[src/rtl/uart_pkg.sv]
// Shared UART definitions: FSM state encoding, parity modes and baud-accumulator sizing.
// Used by uart_frame_tx and intended for reuse by uart_rx.
package uart_pkg;

  typedef logic [2:0] uart_state_t;

  localparam uart_state_t ST_IDLE   = 3'd0;
  localparam uart_state_t ST_START  = 3'd1;
  localparam uart_state_t ST_DATA   = 3'd2;
  localparam uart_state_t ST_PARITY = 3'd3;
  localparam uart_state_t ST_STOP   = 3'd4;

  typedef logic [1:0] uart_parity_t;

  localparam uart_parity_t PAR_NONE = 2'd0;
  localparam uart_parity_t PAR_ODD  = 2'd1;
  localparam uart_parity_t PAR_EVEN = 2'd2;

  // The accumulator must hold values up to 2*CLK_FREQ-1 before the wrap subtraction.
  function automatic int uart_baud_acc_width(input int clk_freq);
    return $clog2(clk_freq) + 1;
  endfunction

  function automatic logic uart_parity_bit(input logic [7:0] data, input uart_parity_t mode);
    return (^data) ^ (mode == PAR_ODD);
  endfunction

endpackage

[src/rtl/uart_sync_fifo.sv]
// 8-bit synchronous FIFO, depth 2^EA (EA=0 is a single holding register).
// Flags are registered: not_full is low during reset and rises on the first edge after it.
module uart_sync_fifo #(
  parameter int EA = 2
) (
  input  logic       rstn,
  input  logic       clk,
  input  logic       wr_en,
  input  logic [7:0] wr_data,
  input  logic       rd_en,
  output logic [7:0] rd_data,
  output logic       empty,
  output logic       not_full
);

  localparam int DEPTH = 1 << EA;
  localparam int PW    = (EA > 0) ? EA : 1;
  localparam logic [EA:0] FULL_COUNT = DEPTH[EA:0];

  logic [7:0]    mem [1 << PW];
  logic [PW-1:0] wr_ptr;
  logic [PW-1:0] rd_ptr;
  logic [EA:0]   count;
  logic [EA:0]   count_next;
  logic          wr_fire;
  logic          rd_fire;

  function automatic logic [PW-1:0] ptr_inc(input logic [PW-1:0] p);
    return (EA == 0) ? '0 : p + 1'b1;
  endfunction

  assign wr_fire = wr_en & not_full;
  assign rd_fire = rd_en & ~empty;
  assign rd_data = mem[rd_ptr];

  // NOTE: every variable assigned in always_comb gets a default first, so no latch is inferred.
  always_comb begin
    count_next = count;
    if (wr_fire && !rd_fire) begin
      count_next = count + 1'b1;
    end else if (rd_fire && !wr_fire) begin
      count_next = count - 1'b1;
    end
  end

  // NOTE: storage is deliberately not reset; the pointers and flags alone define validity.
  always_ff @(posedge clk) begin
    if (wr_fire) begin
      mem[wr_ptr] <= wr_data;
    end
  end

  // NOTE: sequential state uses non-blocking assignments so all registers update together.
  always_ff @(posedge clk or negedge rstn) begin
    if (!rstn) begin
      wr_ptr   <= '0;
      rd_ptr   <= '0;
      count    <= '0;
      empty    <= 1'b1;
      not_full <= 1'b0;
    end else begin
      if (wr_fire) wr_ptr <= ptr_inc(wr_ptr);
      if (rd_fire) rd_ptr <= ptr_inc(rd_ptr);
      count    <= count_next;
      empty    <= (count_next == '0);
      not_full <= (count_next != FULL_COUNT);
    end
  end

endmodule

[src/rtl/uart_frame_tx.sv]
// Byte-stream to UART serializer: FIFO-buffered bytes shifted out as start/8N/parity/stop frames.
// Bit timing comes from a fractional accumulator restarted at every start bit.
module uart_frame_tx
  import uart_pkg::*;
#(
  parameter int    CLK_FREQ  = 27000000,
  parameter int    BAUD_RATE = 115200,
  parameter string PARITY    = "NONE",
  parameter int    STOP_BITS = 1,
  parameter int    FIFO_EA   = 2
) (
  input  logic       rstn,
  input  logic       clk,
  output logic       i_tready,
  input  logic       i_tvalid,
  input  logic [7:0] i_tdata,
  output logic       o_uart_tx
);

  localparam int AW = uart_baud_acc_width(CLK_FREQ);
  localparam logic [AW-1:0] CLK_W  = AW'(CLK_FREQ);
  localparam logic [AW-1:0] BAUD_W = AW'(BAUD_RATE);
  localparam uart_parity_t  PAR_MODE =
    (PARITY == "ODD") ? PAR_ODD : (PARITY == "EVEN") ? PAR_EVEN : PAR_NONE;
  localparam logic [2:0] LAST_STOP = 3'(STOP_BITS - 1);

  uart_state_t   state;
  logic [AW-1:0] acc;
  logic [AW-1:0] acc_sum;
  logic          tick;
  logic [7:0]    shift;
  logic [2:0]    bit_cnt;
  logic          par_bit;
  logic          pop;
  logic          line_bit;
  logic [7:0]    fifo_rd_data;
  logic          fifo_empty;

  uart_sync_fifo #(
    .EA(FIFO_EA)
  ) u_fifo (
    .rstn     (rstn),
    .clk      (clk),
    .wr_en    (i_tvalid),
    .wr_data  (i_tdata),
    .rd_en    (pop),
    .rd_data  (fifo_rd_data),
    .empty    (fifo_empty),
    .not_full (i_tready)
  );

  always_comb begin
    acc_sum = acc + BAUD_W;
    tick    = (acc_sum >= CLK_W);
  end

  // A frame starts from IDLE, or straight out of the last stop bit so frames abut.
  always_comb begin
    pop = 1'b0;
    case (state)
      ST_IDLE: pop = ~fifo_empty;
      ST_STOP: pop = tick && (bit_cnt == LAST_STOP) && ~fifo_empty;
      default: pop = 1'b0;
    endcase
  end

  always_comb begin
    line_bit = 1'b1;
    case (state)
      ST_START:  line_bit = 1'b0;
      ST_DATA:   line_bit = shift[0];
      ST_PARITY: line_bit = par_bit;
      default:   line_bit = 1'b1;
    endcase
  end

  always_ff @(posedge clk or negedge rstn) begin
    if (!rstn) begin
      state     <= ST_IDLE;
      acc       <= '0;
      shift     <= '0;
      bit_cnt   <= '0;
      par_bit   <= 1'b0;
      o_uart_tx <= 1'b1;
    end else begin
      o_uart_tx <= line_bit;

      if (pop) begin
        acc <= '0;
      end else if (tick) begin
        acc <= acc_sum - CLK_W;
      end else begin
        acc <= acc_sum;
      end

      if (pop) begin
        state   <= ST_START;
        shift   <= fifo_rd_data;
        par_bit <= uart_parity_bit(fifo_rd_data, PAR_MODE);
        bit_cnt <= '0;
      end else begin
        case (state)
          ST_IDLE: ;
          ST_START: if (tick) state <= ST_DATA;
          ST_DATA: begin
            if (tick) begin
              shift <= {1'b0, shift[7:1]};
              if (bit_cnt == 3'd7) begin
                bit_cnt <= '0;
                state   <= (PAR_MODE == PAR_NONE) ? ST_STOP : ST_PARITY;
              end else begin
                bit_cnt <= bit_cnt + 1'b1;
              end
            end
          end
          ST_PARITY: if (tick) state <= ST_STOP;
          ST_STOP: begin
            if (tick) begin
              if (bit_cnt == LAST_STOP) begin
                bit_cnt <= '0;
                state   <= ST_IDLE;
              end else begin
                bit_cnt <= bit_cnt + 1'b1;
              end
            end
          end
          default: state <= ST_IDLE;
        endcase
      end
    end
  end

endmodule

[config.mk]
export PLATFORM = sky130hd
export DESIGN_NAME = uart_frame_tx
export DESIGN_NICKNAME = d
export VERILOG_FILES = /design/src/rtl/uart_pkg.sv /design/src/rtl/uart_sync_fifo.sv /design/src/rtl/uart_frame_tx.sv
export SDC_FILE = /design/constraint.sdc
export NUM_CORES = 1
export LEC_CHECK = 0
export ABC_CLOCK_PERIOD_IN_PS = 3600
export CORE_MARGIN = 2
export CORE_UTILIZATION = 45
export CTS_CLUSTER_DIAMETER = 40
export DETAILED_ROUTE_END_ITERATION = 10
export SLEW_MARGIN = 20
export SYNTH_ARGS = -nofsm -noshare
export SYNTH_HDL_FRONTEND = slang
export SYNTH_SLANG_ARGS = --single-unit
[constraint.sdc]
create_clock -name clk -period 3.6 [get_ports clk]
set_clock_uncertainty 0.05 [all_clocks]
set_input_delay 0.72 -clock clk [delete_from_list [all_inputs] [get_ports clk]]
set_output_delay 0.72 -clock clk [all_outputs]
set_load 0.02 [all_outputs]
==> parameters.txt <==
Parameter                              Value

Power and ir drop
  Power density normalized to cell area ... 425 nW/um^2
  Leakage ... 1.89 nW
  Worst supply voltage drop on vdd ... 367 uV

Clocking
  Number of hold buffers added after cts ... 0
  CTS tree ... done
  Clock Sink Count ... 77
  Skew-Pair Late Insertion Delay ... 0.36 ns
  CTS root buffer ... sky130_fd_sc_hd__clkbuf_8
  TritonCTS Buffers ... 9
  Setup bufs post-CTS ... 0
  Clock slew at the register clock pins of the worst setup and hold paths ... 0.09 ns
  Depth of the CTS H-tree ... 3
  Maximum clock path buffer count ... 2

STA
  Setup TNS ... 0 ns
  Worst slew margin ... 52.7%
  Slew Viols, Final ... 0
  Actual slew at the worst max-slew pin ... 0.709 ns
  Post-layout minimum cycle time ... 3.34 ns
  Tcrit/Tclk final ... 92.7%
  Highest Clock Rate ... 0.300 GHz
  Number of setup violations in the final report ... 0
  Unrepaired setup endpoints after global routing ... false
  Endpoints failing hold ... 0

Place
  Placed wire-length estimate ... 6170 microns
  Instance count after placement with tap cells included ... 535
  IO buf count ... 12
  Routability-driven placement congestion ratio ... 0.876

Setup path
  Reg-to-Reg End ... u_fifo.not_full$_DFF_PN0_
  CP cell instances ... nand2_1, o21ai_2, a21boi_0, or2_1, o311ai_4, a31o_2, mux2_4, a2bb2o_2
  Worst setup EP type ... register
  Worst path bufs/invs ... 0
  Worst Reg2Reg Path Length in Cells ... 8
  Data arrival time of the critical path ... 3.52 ns
  Critical Path Fanout Max ... 11
  Req. time, crit path ... 3.79 ns
  Cell with the largest stage delay on the worst path ... sky130_fd_sc_hd__dfrtp_1
  Reg-to-reg setup timing slack ... 0.26 ns
  Startpoint kind of the worst setup timing path ... register
  Worst setup path class ... reg -> reg
  Launch point of the worst reg-to-reg path ... acc[12]$_DFF_PN0_
  Max incr delay on CP ... 0.60 ns
  Kind of cell with the highest combined delay on the critical path ... compound AO/OA/AOI/OAI gates

Final layout
  Fraction of final layout cells sized beyond drive strength 1 ... 14.6%
  Nets ... 438
  Area used by multi-input combinational logic ... 2210 sq um
  Area of all sequential standard cells ... 2090 sq um
  Area delta synth->final ... 10.1%
  Count of fill cells added during filler insertion ... 868
  Diode insertion count for antenna repair ... 0
  Post-layout instance count excluding filler cells ... 551

Floorplan
  Die ar. ... 10700 sq um
  CORE AREA ... 9680 sq um
  DIE WIDTH ... 103 microns
  Number of placement rows ... 36
  Chip height ... 103 microns
  Initial standard-cell utilization of the core ... 45.9%
  # IOs ... 13

Status
  Result of the run ... complete, no violations

Logic synthesis
  Number of different library cells in the post-synthesis netlist ... 74
  Combined area of all synthesized cells ... 4450 sq um
  Synth top area share ... 24.2%
  Part of the Yosys area used for sequential elements ... 47.0%
  EDFF count, synth ... 32
  Yosys warning total ... 0
  Cell taking the most area after synthesis ... sky130_fd_sc_hd__dfrtp_1
  Fraction of registers with async set/reset ... 58.4%
  Post-synthesis sequential element count ... 77
  Syn nets ... 430
  Post-synthesis cell count ... 405
  Leading cell types by total area after synthesis ... sky130_fd_sc_hd__dfrtp_1 24%, sky130_fd_sc_hd__edfxtp_1 22%, sky130_fd_sc_hd__xnor2_1 6.1%
  Average instance area after synthesis ... 11.0 sq um
  Top FF cell, synth ... sky130_fd_sc_hd__dfrtp_1

Routing
  Drt initial violations ... 177
  Drt wl/cell ... 15.9 microns
  Vias per inst ... 5.58
  Detailed-route via count ... 3075
  # DRC ... 0
  Routed wire length ... 8740 microns
  Count of antenna-violating nets left after detailed routing ... 0
  DR pass1 iterations ... 4

Global route
  Via count of the first global-routing pass ... 2974
  Antenna violations before repair ... 0
  Maximum number of pins on one net before global-route repair ... 46
  Congestion Overflow GR ... 0
  Global-route total usage across every layer ... 17.7%
  First-pass GRT wire length ... 14500 microns

Hold path
  Class of the tightest hold or removal check ... in -> async

Flow run
  Max capacitance violation total ... 0
[synthesized netlist by cell type, types with 7 or more instances]
cell and instances:
sky130_fd_sc_hd__a211oi_1 7, sky130_fd_sc_hd__a21oi_1 15, sky130_fd_sc_hd__and3_1 7, sky130_fd_sc_hd__buf_2 12
sky130_fd_sc_hd__dfrtp_1 43, sky130_fd_sc_hd__edfxtp_1 32, sky130_fd_sc_hd__ha_1 14, sky130_fd_sc_hd__inv_1 10
sky130_fd_sc_hd__mux2i_1 11, sky130_fd_sc_hd__mux4_2 8, sky130_fd_sc_hd__nand2_1 39, sky130_fd_sc_hd__nand2b_1 8
sky130_fd_sc_hd__nand3_1 7, sky130_fd_sc_hd__nor2_1 23, sky130_fd_sc_hd__nor4_1 7, sky130_fd_sc_hd__o21ai_0 14
sky130_fd_sc_hd__xnor2_1 31
[what timing repair did]
action / in CTS / in global routing
resized for setup: 0 / 5
endpoints found under the hold margin: 0 / 0
setup endpoints to repair: 0 / 13
[layout make-up]
| type | instances | area share [%] |
|---|---|---|
| inverter | 10 | 0.767 |
| multi-input combinational | 293 | 45.1 |
| clock buffer | 9 | 2.53 |
| clock inverter | 7 | 1.33 |
| sequential | 77 | 42.7 |
| timing repair buffer | 22 | 4.19 |
| tap | 133 | 3.40 |
[flip-flops by register name, indices dropped and copies added (netlist names)]
register         flops
par_bit              1
shift                8
state                3
u_fifo.wr_ptr        2
u_fifo.mem          32
u_fifo.empty         1
u_fifo.count         3
acc                 20
bit_cnt              3
o_uart_tx            1
u_fifo.rd_ptr        2
u_fifo.not_full      1
[worst max path at each step]
stage	start	end	slack [ns]	cells after the start
finish	acc[12]$_DFF_PN0_	u_fifo.not_full$_DFF_PN0_	0.26	8
floorplan	acc[9]$_DFF_PN0_	u_fifo.not_full$_DFF_PN0_	0.50	11
CTS	acc[10]$_DFF_PN0_	shift[2]$_DFFE_PN0P_	0.13	10
detailed placement	acc[10]$_DFF_PN0_	shift[1]$_DFFE_PN0P_	0.15	10
global placement	acc[10]$_DFF_PN0_	shift[4]$_DFFE_PN0P_	0.29	10
global route	acc[10]$_DFF_PN0_	u_fifo.not_full$_DFF_PN0_	0.003	9
[cell usage in the layout, fill, tap and decap left out, types with 8 or more instances in the layout]
cell type / synthesis / final
sky130_fd_sc_hd__a21oi_1: 15 / 15
sky130_fd_sc_hd__buf_4: 2 / 10
sky130_fd_sc_hd__clkbuf_8: 0 / 9
sky130_fd_sc_hd__clkdlybuf4s50_1: 0 / 11
sky130_fd_sc_hd__dfrtp_1: 43 / 43
sky130_fd_sc_hd__edfxtp_1: 32 / 32
sky130_fd_sc_hd__ha_1: 14 / 14
sky130_fd_sc_hd__inv_1: 10 / 10
sky130_fd_sc_hd__mux2i_1: 11 / 11
sky130_fd_sc_hd__mux4_2: 8 / 8
sky130_fd_sc_hd__nand2_1: 39 / 39
sky130_fd_sc_hd__nand2b_1: 8 / 8
sky130_fd_sc_hd__nor2_1: 23 / 23
sky130_fd_sc_hd__o21ai_0: 14 / 14
sky130_fd_sc_hd__xnor2_1: 31 / 31
[per-layer routing]
| layer | vias to the layer above | wire, microns | GRT usage, % |
|---|---|---|---|
| li1 | 1511 | - | - |
| met1 | 1497 | 3950 | 23.2 |
| met2 | 55 | 4380 | 29.8 |
| met3 | 12 | 267 | 2.62 |
| met4 | 0 | 143 | 6.38 |
| met5 | - | 0 | 0 |
[logic make-up (layout without fill, tap and decap cells)]
logic type,Yosys count,in the layout,synth area share [%]
AO/OA/AOI/OAI,91,91,15.1
XOR/XNOR,36,36,7.09
adder cells (fa/ha/maj),15,15,4.16
buffers and inverters,35,48,3.97
flip-flops,77,77,47.0
multiplexers,21,21,7.12
AND/OR/NAND/NOR,130,130,15.6
[report_power, final]
group	internal (mW)	switching, mW	total [mW]
sequential	1.04	0.0517	1.09
clock	0.267	0.357	0.624
combinational	0.170	0.197	0.367
total	1.47	0.605	2.08
[through the flow]
step | cell area [sq um] | hold slack (ns) | util [%] | setup WS [ns] | power [mW]
4_1_cts | 4870 | 0.462 | 50.3 | 0.126 | 2.11
5_1_grt | 4890 | 0.355 | 50.5 | 0.00346 | 2.20
2_1_floorplan | 4450 | 0.374 | - | 0.501 | 1.37
3_5_place_dp | 4680 | 0.444 | 48.4 | 0.153 | 1.48
3_3_place_gp | 4680 | 0.416 | 48.4 | 0.287 | 1.46
6_report | 4890 | 0.312 | 50.5 | 0.264 | 2.08
No activity file was read; power rests on OpenSTA's default activity.
